==> src/rtl/multicycle_sequencer.sv <==
// Multi-cycle FETCH/DECODE/EXEC/MEM/WB control sequencer for a RISC-V core
// sharing one memory port between instruction fetch and load/store.
module multicycle_sequencer #(
    parameter int MEM_TIMEOUT = 15,
    parameter int CNT_W       = 32
) (
    input  logic             clk,
    input  logic             rst,
    input  logic [31:0]      instruction,
    input  logic             branch_taken,
    input  logic             mem_ready,
    output logic             mem_req,
    output logic             mem_we,
    output logic             mem_addr_sel,
    output logic             ir_write,
    output logic             pc_write,
    output logic [1:0]       pc_src,
    output logic             reg_write,
    output logic [2:0]       state,
    output logic [CNT_W-1:0] retired,
    output logic             bus_error,
    output logic             illegal_op
);

    typedef enum logic [2:0] {
        S_FETCH  = 3'd0,
        S_DECODE = 3'd1,
        S_EXEC   = 3'd2,
        S_MEM    = 3'd3,
        S_WB     = 3'd4,
        S_HALT   = 3'd5
    } state_t;

    localparam logic [6:0] OP_R      = 7'b0110011;
    localparam logic [6:0] OP_IMM    = 7'b0010011;
    localparam logic [6:0] OP_LOAD   = 7'b0000011;
    localparam logic [6:0] OP_STORE  = 7'b0100011;
    localparam logic [6:0] OP_BRANCH = 7'b1100011;
    localparam logic [6:0] OP_JAL    = 7'b1101111;
    localparam logic [6:0] OP_JALR   = 7'b1100111;
    localparam logic [6:0] OP_LUI    = 7'b0110111;
    localparam logic [6:0] OP_AUIPC  = 7'b0010111;

    localparam logic [1:0] PC_PLUS4  = 2'b00;
    localparam logic [1:0] PC_BRANCH = 2'b01;
    localparam logic [1:0] PC_JUMP   = 2'b10;

    localparam logic [7:0] WAIT_LAST = 8'(MEM_TIMEOUT - 1);

    state_t     state_q;
    logic [7:0] wait_cnt;
    logic [6:0] opcode;
    logic       is_legal;
    logic       is_load;
    logic       is_store;
    logic       is_branch;
    logic       is_jump;
    logic       retire;
    logic       wait_expired;
    logic       unused_instr_bits;

    assign opcode            = instruction[6:0];
    assign unused_instr_bits = ^instruction[31:7];
    assign state             = state_q;
    assign wait_expired      = (wait_cnt == WAIT_LAST);

    always_comb begin
        is_legal  = 1'b0;
        is_load   = 1'b0;
        is_store  = 1'b0;
        is_branch = 1'b0;
        is_jump   = 1'b0;
        case (opcode)
            OP_R, OP_IMM, OP_LUI, OP_AUIPC: is_legal = 1'b1;
            OP_LOAD:   begin is_legal = 1'b1; is_load   = 1'b1; end
            OP_STORE:  begin is_legal = 1'b1; is_store  = 1'b1; end
            OP_BRANCH: begin is_legal = 1'b1; is_branch = 1'b1; end
            OP_JAL, OP_JALR: begin is_legal = 1'b1; is_jump = 1'b1; end
            default: ;
        endcase
    end

    // NOTE: strobes are also gated by rst so nothing leaks out while the
    // asynchronous reset is held, even though state_q already reads FETCH.
    always_comb begin
        mem_req      = 1'b0;
        mem_we       = 1'b0;
        mem_addr_sel = 1'b0;
        ir_write     = 1'b0;
        pc_write     = 1'b0;
        pc_src       = PC_PLUS4;
        reg_write    = 1'b0;
        retire       = 1'b0;
        if (!rst) begin
            case (state_q)
                S_FETCH: begin
                    mem_req  = 1'b1;
                    ir_write = mem_ready;
                end
                S_EXEC: begin
                    if (is_branch) begin
                        pc_write = 1'b1;
                        pc_src   = branch_taken ? PC_BRANCH : PC_PLUS4;
                        retire   = 1'b1;
                    end
                end
                S_MEM: begin
                    mem_req      = 1'b1;
                    mem_addr_sel = 1'b1;
                    mem_we       = is_store;
                    if (mem_ready && is_store) begin
                        pc_write = 1'b1;
                        retire   = 1'b1;
                    end
                end
                S_WB: begin
                    reg_write = 1'b1;
                    pc_write  = 1'b1;
                    retire    = 1'b1;
                    pc_src    = is_jump ? PC_JUMP : PC_PLUS4;
                end
                default: ;
            endcase
        end
    end

    always_ff @(posedge clk or posedge rst) begin
        if (rst) begin
            state_q    <= S_FETCH;
            retired    <= '0;
            bus_error  <= 1'b0;
            illegal_op <= 1'b0;
            wait_cnt   <= '0;
        end else begin
            if (retire) begin
                retired <= retired + CNT_W'(1);
            end
            case (state_q)
                S_FETCH: begin
                    if (mem_ready) begin
                        state_q <= S_DECODE;
                    end else if (wait_expired) begin
                        bus_error <= 1'b1;
                        state_q   <= S_HALT;
                    end else begin
                        wait_cnt <= wait_cnt + 8'd1;
                    end
                end
                S_DECODE: begin
                    if (!is_legal) begin
                        illegal_op <= 1'b1;
                        state_q    <= S_HALT;
                    end else begin
                        state_q <= S_EXEC;
                    end
                end
                S_EXEC: begin
                    if (is_load || is_store) begin
                        wait_cnt <= '0;
                        state_q  <= S_MEM;
                    end else if (is_branch) begin
                        wait_cnt <= '0;
                        state_q  <= S_FETCH;
                    end else begin
                        state_q <= S_WB;
                    end
                end
                S_MEM: begin
                    // mem_ready on the last allowed cycle still completes normally
                    if (mem_ready) begin
                        wait_cnt <= '0;
                        state_q  <= is_store ? S_FETCH : S_WB;
                    end else if (wait_expired) begin
                        bus_error <= 1'b1;
                        state_q   <= S_HALT;
                    end else begin
                        wait_cnt <= wait_cnt + 8'd1;
                    end
                end
                S_WB: begin
                    wait_cnt <= '0;
                    state_q  <= S_FETCH;
                end
                S_HALT: ;
                default: state_q <= S_HALT;
            endcase
        end
    end

endmodule

==> config.mk <==
export PLATFORM = sky130hd
export DESIGN_NAME = multicycle_sequencer
export DESIGN_NICKNAME = d
export VERILOG_FILES = /design/src/rtl/multicycle_sequencer.sv
export SDC_FILE = /design/constraint.sdc
export NUM_CORES = 1
export LEC_CHECK = 0
export ABC_CLOCK_PERIOD_IN_PS = 2900
export BUFFER_PORTS_ARGS = -buffer_cell sky130_fd_sc_hd__clkbuf_2
export CAP_MARGIN = 20
export CORE_ASPECT_RATIO = 1.75
export CORE_MARGIN = 10
export CORE_UTILIZATION = 54
export CTS_CLUSTER_SIZE = 16
export DETAILED_ROUTE_END_ITERATION = 8
export HOLD_SLACK_MARGIN = 0.12
export PLACE_DENSITY = 0.84
export SYNTH_ARGS = -nofsm -noshare
export SYNTH_HDL_FRONTEND = slang
export SYNTH_SLANG_ARGS = --single-unit
==> constraint.sdc <==
create_clock -name clk -period 2.9 [get_ports clk]
set_input_delay 0.29 -clock clk [delete_from_list [all_inputs] [get_ports clk]]
set_output_delay 0.29 -clock clk [all_outputs]
set_load 0.01 [all_outputs]
# Word-level counts from Yosys, hierarchy flattened
# Index checks and enable logic that the tools add are counted.
# W data, S select, Z words.
op_classes:
  bitwise: 2
  add_sub_neg: 2
  mux: 38
  eq_ne: 17
  n_reduce_logical: 10
ops:
  columns: ["op", "n"]
  rows:
  - ["$mux W8", 5]
  - ["$add A32 B1 Y32 const B", 1]
  - ["$pmux W8 S4", 1]
  - ["$eq A7 B6 Y1 const B", 3]
  - ["$eq A7 B7 Y1 const B", 3]
  - ["$mux W3", 7]
  - ["$mux W1", 20]
  - ["$pmux W3 S6", 1]
  - ["$eq A7 B5 Y1 const B", 2]
  - ["$reduce_or A9 Y1", 1]
  - ["$add A8 B1 Y8 const B", 1]
  - ["$eq A8 B4 Y1 const B", 1]
  - ["$eq A7 B2 Y1 const B", 1]
  - ["$eq A3 B2 Y1 const B", 2]
  - ["$eq A3 B3 Y1 const B", 2]
  - ["$reduce_and A3 Y1", 2]
  - ["$mux W2", 2]
  - ["$pmux W2 S2", 1]
  - ["$reduce_bool A4 Y1", 1]
  - ["$reduce_or A2 Y1", 2]
  - ["$eq A3 B1 Y1 const B", 1]
  - ["$logic_not A3 Y1", 1]
  - ["$ne A3 B3 Y1 const B", 1]
  - ["$pmux W1 S3", 1]
  - ["5 further kinds", 6]
word_totals:
  in_bits: 36
  elab_cells: 74
  output_inout_bits: 45
  regBits: 45

# Logic depth before layout (Yosys ltp)
logic_depth:
  ltp_word: 6
  depth_mapped: 8
  depth_no_buf: 7

# Worst setup path after synthesis
# No wires, ideal clock.
synth_path:
  path_kind: "input to output"
  startpoint: "input rst"
  endpoint: "output pc_src[1]"
  n_path_buf: 1
  path_stages: 4
  required_time_ps: 2610
  slack_ps: 636
  arrival_ps: 1974
  cell_sequence: "clkbuf_1 inv_1 and2_1 and2_1"
synth_between:
  elab_chain_cells: 1
synth_rtl:
  columns: ["element", "line", "source"]
  rows:
  - ["start, declared", "8", "input logic rst,"]
  - ["$mux W2", "94", "if (!rst) begin"]
  - ["end, declared", "17", "output logic [1:0] pc_src,"]
# Every way passes these cells.

# Worst setup path after layout
layout_path:
  startpoint: "register state_q[0], in the netlist state[0]"
  endpoint: "output pc_write"
layout_between:
  elab_chain_cells: 3
  elab_cells_between_ends: 5
  classes_between: "3 x eq/ne; 2 x mux"
layout_rtl:
  columns: ["element", "line", "source"]
  rows:
  - ["start, declared", "50", "state_t state_q;"]
  - ["start signal, assigned", "172", "state_q <= is_store ? S_FETCH : S_WB;"]
  - ["$eq A3 B3 Y1 or $eq A3 B2 Y1 (tied branches)", "95", "case (state_q)"]
  - ["$pmux W1 S3 *", "95", null]
  - ["$mux W1 *", "94", null]
  - ["end, declared", "16", "output logic pc_write,"]
# Every way passes the cells marked *; elsewhere a longest branch is shown, timed or not.

==> flow_summary_export.csv <==
group,metric,value,unit
finish,drive_gt1_frac,0.2709,
power,total_power,1525,uW
status,status,"completed",
clock_tree,clock_tree.root_cell,"clkbuf_8",
synthesis,synthesis.nets,280,
timing,worstMarginPinSlew,0.6138,ns
power,pwr-share-seq,0.497,
timing,fin_crit_sh,0.8424,
synthesis,ys.flop_type,"dfrtp_1",
detailed_routing,detail_route.vias_per_cell,5.891,
place,numPortBuffers,55,
power,comb_power_share,0.199,
job,cap_viol_max_count,0,
global_route,top_usage_layer,"met2",
worst_setup_path,startpoint_type,"flip-flop",
finish,nNetsFinal,338,
timing,slew_headroom,0.5877,
clock_tree,cts_buffers,5,
global_route,grt_pass1_vias,2176,
finish,n_antenna_cell,0,
die,io-pin-count,81,
worst_setup_path,worstPathMaxFanout,16,
worst_setup_path,critPathRequiredTime,2.61,ns
clock_tree,tritoncts,"yes",
synthesis,ys_types,55,
worst_setup_path,reg2reg_depth,5,
power,vdd.ir_drop.worst,583.0,uV
timing,fin_setup_tns,0,ns
synthesis,async_reset_ff_frac,1.000,
detailed_routing,drc,0,
detailed_routing,firstDrtPassIters,4,
global_route,met2_usage,0.2899,
synthesis,syn-cell-area,0.002461,mm^2
synthesis,ys_seq_area_frac,0.4575,
power,power_density,529.1,mW/mm^2
clock_tree,cts_setup_buffers,0,
clock_tree,htree_levels,2,
clock_tree,clock-sinks,45,
finish,final_area,0.002882,mm^2
global_route,grtUsageTotal,0.1526,
global_route,grt_overflow,0,
detailed_routing,routedWlPerCell,16.71,um
detailed_routing,routed_wl,5848,um
place,gp_congestion,0.8115,
die,rows,32,
global_route,grt_max_degree,46,
synthesis,syn_area_per_cell,10.21,um^2
finish,syn_to_final_growth,17.08,%
synthesis,syn_inst,241,
worst_setup_path,path_class,"reg2out",
timing,hold_viol_final,0,
clock_tree,cts_max_path_buffers,2,
die,die_x,71.03,um
power,p_clk_frac,0.304,
global_route,antenna_found_initial,0,
clock_tree,path_clk_slew,0.09,ns
finish,final_common_cell,"clkbuf_2",
timing,clock_skew,0.01025,ns
die,die_h,109.3,um
detailed_routing,drtIter0Drc,132,
detailed_routing,postRouteAntennaNets,0,
place,dpl_cell_area,0.002778,mm^2
die,initial_core_util,0.5588,
global_route,gr-usage-met3,0.04513,
hold_path,hp-class,"in2async",
worst_setup_path,critPathArrivalTime,2.15,ns
timing,slew_viol_final,0,
die,core_area,0.004404,mm^2
worst_setup_path,end_kind,"output pin",
timing,rsz0062_at_grt,"false",
global_route,gr-usage-met1,0.1482,
synthesis,yosysWarnings,0,
power,p_switching,470.7,uW
detailed_routing,vias,2062,
finish,mostFrequentLayoutCells,"clkbuf_2, dfrtp_1, xnor2_1",
power,p_int,1054,uW
power,p_leak,0.001371,uW
timing,setup_viol,0,
timing,fmax,409.3,MHz
clock_tree,ctsHoldBuffers,0,
place,dp_hpwl,4426,um
synthesis,synth_edf_count,0,
power,netSwitchingFraction,0.3087,
die,dieArea,0.007764,mm^2
timing,min_period,2.443,ns
clock_tree,post_cts_resized,0,
synthesis,ys_seq_elements,45,
global_route,grt_pass1_wl,9880,um
clock_tree,clkLatencyLatePin,0.30,ns
## critical path, cell delays in order (launching register included)
cell and delay [ns]:
dfrtp_1 0.56, nor3b_1 0.52, a31oi_1 0.21, nor3_2 0.17
buf_4 0.24, clkbuf_2 0.16
## flip-flops by register name, summed over array words and instances (netlist names)
| signal | flops |
|---|---|
| wait_cnt | 8 |
| bus_error | 1 |
| state | 3 |
| illegal_op | 1 |
| retired | 32 |
## cells in the mapped netlist (all sizes together), types with 3 or more instances
cell type  count  share of area
nor2          18          0.027
ha             3          0.015
nand4         16          0.041
inv            6         0.0092
and2           3         0.0076
and3          11          0.028
dfrtp         45           0.46
buf            7          0.021
a21oi          5          0.010
xor2           8          0.028
nand3         14          0.028
nor4           6          0.024
xnor2         24          0.085
nand2         16          0.024
nand2b         3         0.0076
nor3           7          0.016
o21ai          9          0.018
## logic make-up (layout without fill, tap and decap cells)
| kind of cell | count (synthesis) | after routing | synth area share |
|---|---|---|---|
| muxes | 2 | 2 | 0.008642 |
| DFF | 45 | 45 | 0.4575 |
| xor gates and xnor gates | 32 | 32 | 0.1139 |
| and+or+nand+nor | 111 | 111 | 0.2720 |
| adders and majority gates | 3 | 3 | 0.01525 |
| AOI/OAI and AO/OA | 33 | 33 | 0.09913 |
| buffers and inverters | 15 | 73 | 0.03355 |
## cell type report
class | instances | area [um^2]
Inverter | 6 | 22.52
Sequential cell | 45 | 1126
Tap cell | 51 | 63.81
Multi-Input combinational cell | 181 | 1252
Timing Repair Buffer | 60 | 312.8
Clock inverter | 2 | 35.03
Fill cell | 385 | 1523
Clock buffer | 5 | 68.82
## metrics by stage
stage                     setup slack [ns]  hold WS, ns  instances    util
after floorplan                     0.6359       0.4465        241       -
after global placement              0.6267       0.4545        343  0.6307
after detailed placement            0.5452       0.4556        343  0.6307
after CTS                           0.4054       0.2976        350  0.6543
after global routing                0.1585       0.3600        350  0.6543
final                               0.4570       0.2738        350  0.6543
## power by group through the flow
stage	sequential [uW]	clock (uW)	combinational, uW
3_3_place_gp	766	0	295
6_report	758	463	303
2_1_floorplan	743	0	242
4_1_cts	756	469	307
5_1_grt	768	489	347
3_5_place_dp	768	0	305
## routing by layer
layer | part of all wire | up-vias
met1 | 0.37 | 1010
met4 | 0.014 | 0
met5 | 0 | -
li1 | - | 996
met2 | 0.57 | 49
met3 | 0.050 | 7
## final timing paths
check | slack (ns) | startpoint | endpoint
min in group clk | 0.42 | instruction[4] | state[2]
max reg2reg | 0.57 | state[0] | retired[20]
max in group asynchronous | 2.24 | rst | wait_cnt[4]
min reg2reg | 0.47 | retired[31] | retired[31]
min | 0.27 | rst | retired[20]
max | 0.46 | state[0] | pc_write
Note: power is estimated with default switching activity, not from simulation.
